===== src/rtl/capck_gate_ctrl.sv =====
// Per-channel clock-gate enable controller with request/acknowledge handshake,
// programmable on/off settling delays, scan override and a breadboard master enable.
module capck_gate_ctrl #(
  parameter int unsigned     NCH        = 6,
  parameter int unsigned     CNTW       = 4,
  parameter int unsigned     ON_DLY     = 3,
  parameter int unsigned     OFF_DLY    = 2,
  parameter logic [NCH-1:0]  FORCE_MASK = NCH'(1)
) (
  input  logic           clk_fclk,
  input  logic           resb,
  input  logic           capmx_bbmode,
  input  logic           mod_scanmode,
  input  logic [NCH-1:0] ch_req,
  output logic [NCH-1:0] ch_ack,
  output logic [NCH-1:0] gate_en,
  output logic           busy
);

  typedef enum logic [1:0] {
    ST_OFF      = 2'd0,
    ST_ON_WAIT  = 2'd1,
    ST_ON       = 2'd2,
    ST_OFF_WAIT = 2'd3
  } state_e;

  // Load values are clamped to 1 so a WAIT state can never count through zero.
  localparam logic [CNTW-1:0] ON_LOAD  = (ON_DLY  == 0) ? CNTW'(1) : CNTW'(ON_DLY);
  localparam logic [CNTW-1:0] OFF_LOAD = (OFF_DLY == 0) ? CNTW'(1) : CNTW'(OFF_DLY);

  state_e          state_q [NCH];
  state_e          state_d [NCH];
  logic [CNTW-1:0] cnt_q   [NCH];
  logic [CNTW-1:0] cnt_d   [NCH];

  logic [NCH-1:0]  eff;
  logic [NCH-1:0]  gate_q, gate_d;
  logic            busy_q, busy_d;

  assign eff = ch_req & {NCH{capmx_bbmode}};

  always_comb begin
    // NOTE: every combinational output gets a default before the case, so no path leaves a latch.
    gate_d = '0;
    busy_d = 1'b0;
    for (int i = 0; i < NCH; i++) begin
      state_d[i] = state_q[i];
      cnt_d[i]   = cnt_q[i];
      unique case (state_q[i])
        ST_OFF: begin
          if (eff[i]) begin
            if (ON_DLY == 0) begin
              state_d[i] = ST_ON;
            end else begin
              state_d[i] = ST_ON_WAIT;
              cnt_d[i]   = ON_LOAD;
            end
          end
        end
        ST_ON_WAIT: begin
          if (!eff[i]) begin
            state_d[i] = ST_OFF;
            cnt_d[i]   = '0;
          end else if (cnt_q[i] <= CNTW'(1)) begin
            state_d[i] = ST_ON;
            cnt_d[i]   = '0;
          end else begin
            cnt_d[i]   = cnt_q[i] - CNTW'(1);
          end
        end
        ST_ON: begin
          if (!eff[i]) begin
            if (OFF_DLY == 0) begin
              state_d[i] = ST_OFF;
            end else begin
              state_d[i] = ST_OFF_WAIT;
              cnt_d[i]   = OFF_LOAD;
            end
          end
        end
        ST_OFF_WAIT: begin
          // A returning request re-opens immediately; the gate never dropped.
          if (eff[i]) begin
            state_d[i] = ST_ON;
            cnt_d[i]   = '0;
          end else if (cnt_q[i] <= CNTW'(1)) begin
            state_d[i] = ST_OFF;
            cnt_d[i]   = '0;
          end else begin
            cnt_d[i]   = cnt_q[i] - CNTW'(1);
          end
        end
        default: begin
          state_d[i] = ST_OFF;
          cnt_d[i]   = '0;
        end
      endcase

      gate_d[i] = (state_d[i] == ST_ON) || (state_d[i] == ST_OFF_WAIT);
      if ((state_d[i] == ST_ON_WAIT) || (state_d[i] == ST_OFF_WAIT)) begin
        busy_d = 1'b1;
      end
    end
  end

  always_ff @(posedge clk_fclk) begin
    // NOTE: state uses non-blocking assignments so every flop samples pre-edge values.
    if (!resb) begin
      for (int i = 0; i < NCH; i++) begin
        state_q[i] <= ST_OFF;
        cnt_q[i]   <= '0;
      end
      gate_q <= '0;
      busy_q <= 1'b0;
    end else begin
      for (int i = 0; i < NCH; i++) begin
        state_q[i] <= state_d[i];
        cnt_q[i]   <= cnt_d[i];
      end
      gate_q <= gate_d;
      busy_q <= busy_d;
    end
  end

  // Scan override is the only combinational path to the gate cells.
  assign gate_en = gate_q | (FORCE_MASK & {NCH{mod_scanmode}});
  assign ch_ack  = gate_q;
  assign busy    = busy_q;

endmodule

===== config.mk =====
export PLATFORM = sky130hd
export DESIGN_NAME = capck_gate_ctrl
export DESIGN_NICKNAME = d
export VERILOG_FILES = /design/src/rtl/capck_gate_ctrl.sv
export SDC_FILE = /design/constraint.sdc
export NUM_CORES = 1
export LEC_CHECK = 0
export CAP_MARGIN = 20
export CORE_MARGIN = 4
export CORE_UTILIZATION = 50
export DETAILED_ROUTE_END_ITERATION = 16
export PLACE_DENSITY = 0.8
export RECOVER_POWER = 25
export SYNTH_ARGS = -nofsm -noshare
export SYNTH_HDL_FRONTEND = slang
export SYNTH_SLANG_ARGS = --single-unit

===== constraint.sdc =====
create_clock -name clk_fclk -period 2.1 [get_ports clk_fclk]
set_clock_uncertainty 0.1 [all_clocks]
set_input_delay 0.42 -clock clk_fclk [delete_from_list [all_inputs] [get_ports clk_fclk]]
set_output_delay 0.42 -clock clk_fclk [all_outputs]
set_load 0.1 [all_outputs]

==> flow_summary.ini <==
[placed_design]
hpwl_mm = 4.40
gp_congestion = 0.889
port_buffers = 22
place_ws_ps = -135

[critical_path]
crit_required_ps = 2240
arrival_ps = 2050
startpoint_type = primary input
endpoint = cnt_q[1][2]$_SDFFE_PN0P_
critPathLaunch = capmx_bbmode
cp-end-kind = register
reg2reg_slack_ps = 210
reg2reg_from = cnt_q[5][0]$_SDFFE_PN0P_
timing.rr.end = busy$_SDFF_PN0_
worstPathMaxFanout = 16
critPathKind = in -> reg
r2r_cells = 6

[synthesis]
syn-cell-area_sq_um = 2790
ys.flop_type = dfxtp_1
ys_warn_count = 0
synth_xor_area_share_pct = 0
seq_area_frac_synth_pct = 30.1
syn-mean-instance-area_sq_um = 8.72
synthAdderAreaFrac_pct = 10.8
synth_cells = 320
synth_edf_count = 0
netlist-cell-type-count = 59
synthesis.nets = 354
synthSimpleGateAreaFrac_pct = 19.6
muxShareOfSynthArea_pct = 0.717
synth_top_family_by_area = compound AO/OA/AOI/OAI gates
synth_seq_cells = 42
async_flop_share_pct = 0
synth_compound_area_share_pct = 30.9

[power]
cellPowerDensity_nw_per_um2 = 1100
power_leakage_nw = 1.40
peakVddDrop_mv = 0.848

[clock_tree]
clk_latency_ps = 300
ctsHoldBuffers = 0
cts_sinks = 42
clock_path_buffers = 2
cts_tree = built
cts-resized-gates = 0
h-tree-depth = 2
root_buffer = clkbuf_8
clkTransAtPathRegs_ps = 90
cts_setup_buffers = 0
cts_buffers = 5

[global_routing]
gr-total-overflow = 0
grt_pass1_vias = 2321
grt_usage_pct = 18.5
antenna_found_initial = 0
grt_max_degree = 18
grt_pass1_wl_mm = 10.1

[die]
io_pins = 23
fp.dieH_um = 82.7
dieWidth_um = 82.7
core_sq_um = 5270
dieArea_sq_um = 6840
rows = 26
start_util_pct = 53.0

[flow_run]
maxCapViolCount = 0

[drt]
vias = 2466
ant_nets = 0
wl_per_cell_um = 14.0
wl_mm = 5.87
via_per_inst = 5.90
drc = 0
dr.first_iter.drc_count = 136
first_pass_iters = 4

[cells_and_area]
diodes = 0
seqCellArea_sq_um = 841
drive_above_1_share_pct = 17.8
layout_commonest_cell = dfxtp_1
multi_input_area_sq_um = 1730
fillCellCount = 457
area_growth_pct = 16.8
nNetsFinal = 381
final_cell_mix = dfxtp_1 (42), nor2_1 (31), inv_1 (25)

[timing]
fin_crit_ps = 1910
fin_crit_sh_pct = 90.8
setup_viol_count_final = 0
fmax_mhz = 524
slew-limit-headroom_pct = 64.0
setup_ws_ps = 192
worst_slew_pin_slew_ps = 543
slew_viol_final = 0
rsz0062_at_grt = no
setup_tns_ps = 0
whs_ps = 398
hold_viol = 0

[worst_hold_path]
min_path_type = reg -> reg

[status]
status = complete, no violations
[cell type report]
class | count | area share [%]
clock inverter | 3 | 2.11
tap | 70 | 2.69
timing repair buffer | 38 | 11.4
clock buffer | 5 | 2.11
sequential | 42 | 25.8
inverter | 25 | 2.88
multi-input combinational | 235 | 53.1
[routing by layer]
layer / wire length, um / vias up / track usage (%)
li1: - / 1231 / -
met1: 2680 / 1170 / 22.5
met5: 0 / - / 0
met2: 2880 / 59 / 32.4
met3: 243 / 6 / 3.58
met4: 65 / 0 / 6.21
[sequential cells by signal, indices dropped and copies added (netlist names)]
| signal | count |
|---|---|
| busy | 1 |
| ch_ack | 6 |
| cnt_q | 24 |
| state_q | 11 |
[synth_stat cells, types with 6 or more instances]
library cell	instances	area, sq um
nor2_1	31	116
buf_4	6	45.0
ha_1	24	300
dfxtp_1	42	841
inv_1	25	93.8
nand2_1	17	63.8
o32a_1	6	60.1
or2_2	6	37.5
nor3_1	11	55.1
o211a_1	10	100
or3_1	6	37.5
o21ai_0	12	60.1
o21a_1	6	45.0
a21oi_1	22	110
a31oi_1	8	50.1
[how the worst min path moves through the flow]
| stage | end | cells past startpoint | slack, ps | from |
|---|---|---|---|---|
| 3_5_place_dp | cnt_q[5][3]$_SDFFE_PN0P_ | 2 | 380 | cnt_q[5][3]$_SDFFE_PN0P_ |
| 2_1_floorplan | cnt_q[3][3]$_SDFFE_PN0P_ | 2 | 360 | cnt_q[3][3]$_SDFFE_PN0P_ |
| 3_3_place_gp | cnt_q[5][3]$_SDFFE_PN0P_ | 2 | 370 | cnt_q[5][3]$_SDFFE_PN0P_ |
| 6_report | cnt_q[3][3]$_SDFFE_PN0P_ | 2 | 400 | cnt_q[3][3]$_SDFFE_PN0P_ |
| 4_1_cts | cnt_q[5][3]$_SDFFE_PN0P_ | 2 | 400 | cnt_q[5][3]$_SDFFE_PN0P_ |
| 5_1_grt | cnt_q[5][3]$_SDFFE_PN0P_ | 2 | 430 | cnt_q[5][3]$_SDFFE_PN0P_ |
[cells by family after synthesis]
kind of cell,after synthesis
AOI/OAI and AO/OA,107
adders and majority gates,24
buffers and inverters,43
DFF,42
muxes,2
and+or+nand+nor,102
[worst max-delay path, stage by stage]
cell,delay (ps)
clkdlybuf4s50_1,510
buf_12,170
and3b_1,320
o21ai_1,130
or3_1,350
a21oi_1,140
[metrics by stage]
| stage | total power (W) | instance area [sq um] | util, % | instances |
|---|---|---|---|---|
| after floorplan | 0.00244 | 2790 | - | 320 |
| after global placement | 0.00278 | 3150 | 59.7 | 410 |
| after detailed placement | 0.00284 | 3150 | 59.7 | 410 |
| after CTS | 0.00362 | 3290 | 62.3 | 418 |
| after global routing | 0.00381 | 3260 | 61.9 | 418 |
| final | 0.00359 | 3260 | 61.9 | 418 |
[report_power, final]
group          leakage [nW]  switching [W]  internal, W
Sequential            0.344       0.000153     0.000931
Clock                0.0683       0.000298     0.000477
Combinational         0.983        0.00111     0.000618
No activity file was read; power rests on OpenSTA's default activity.
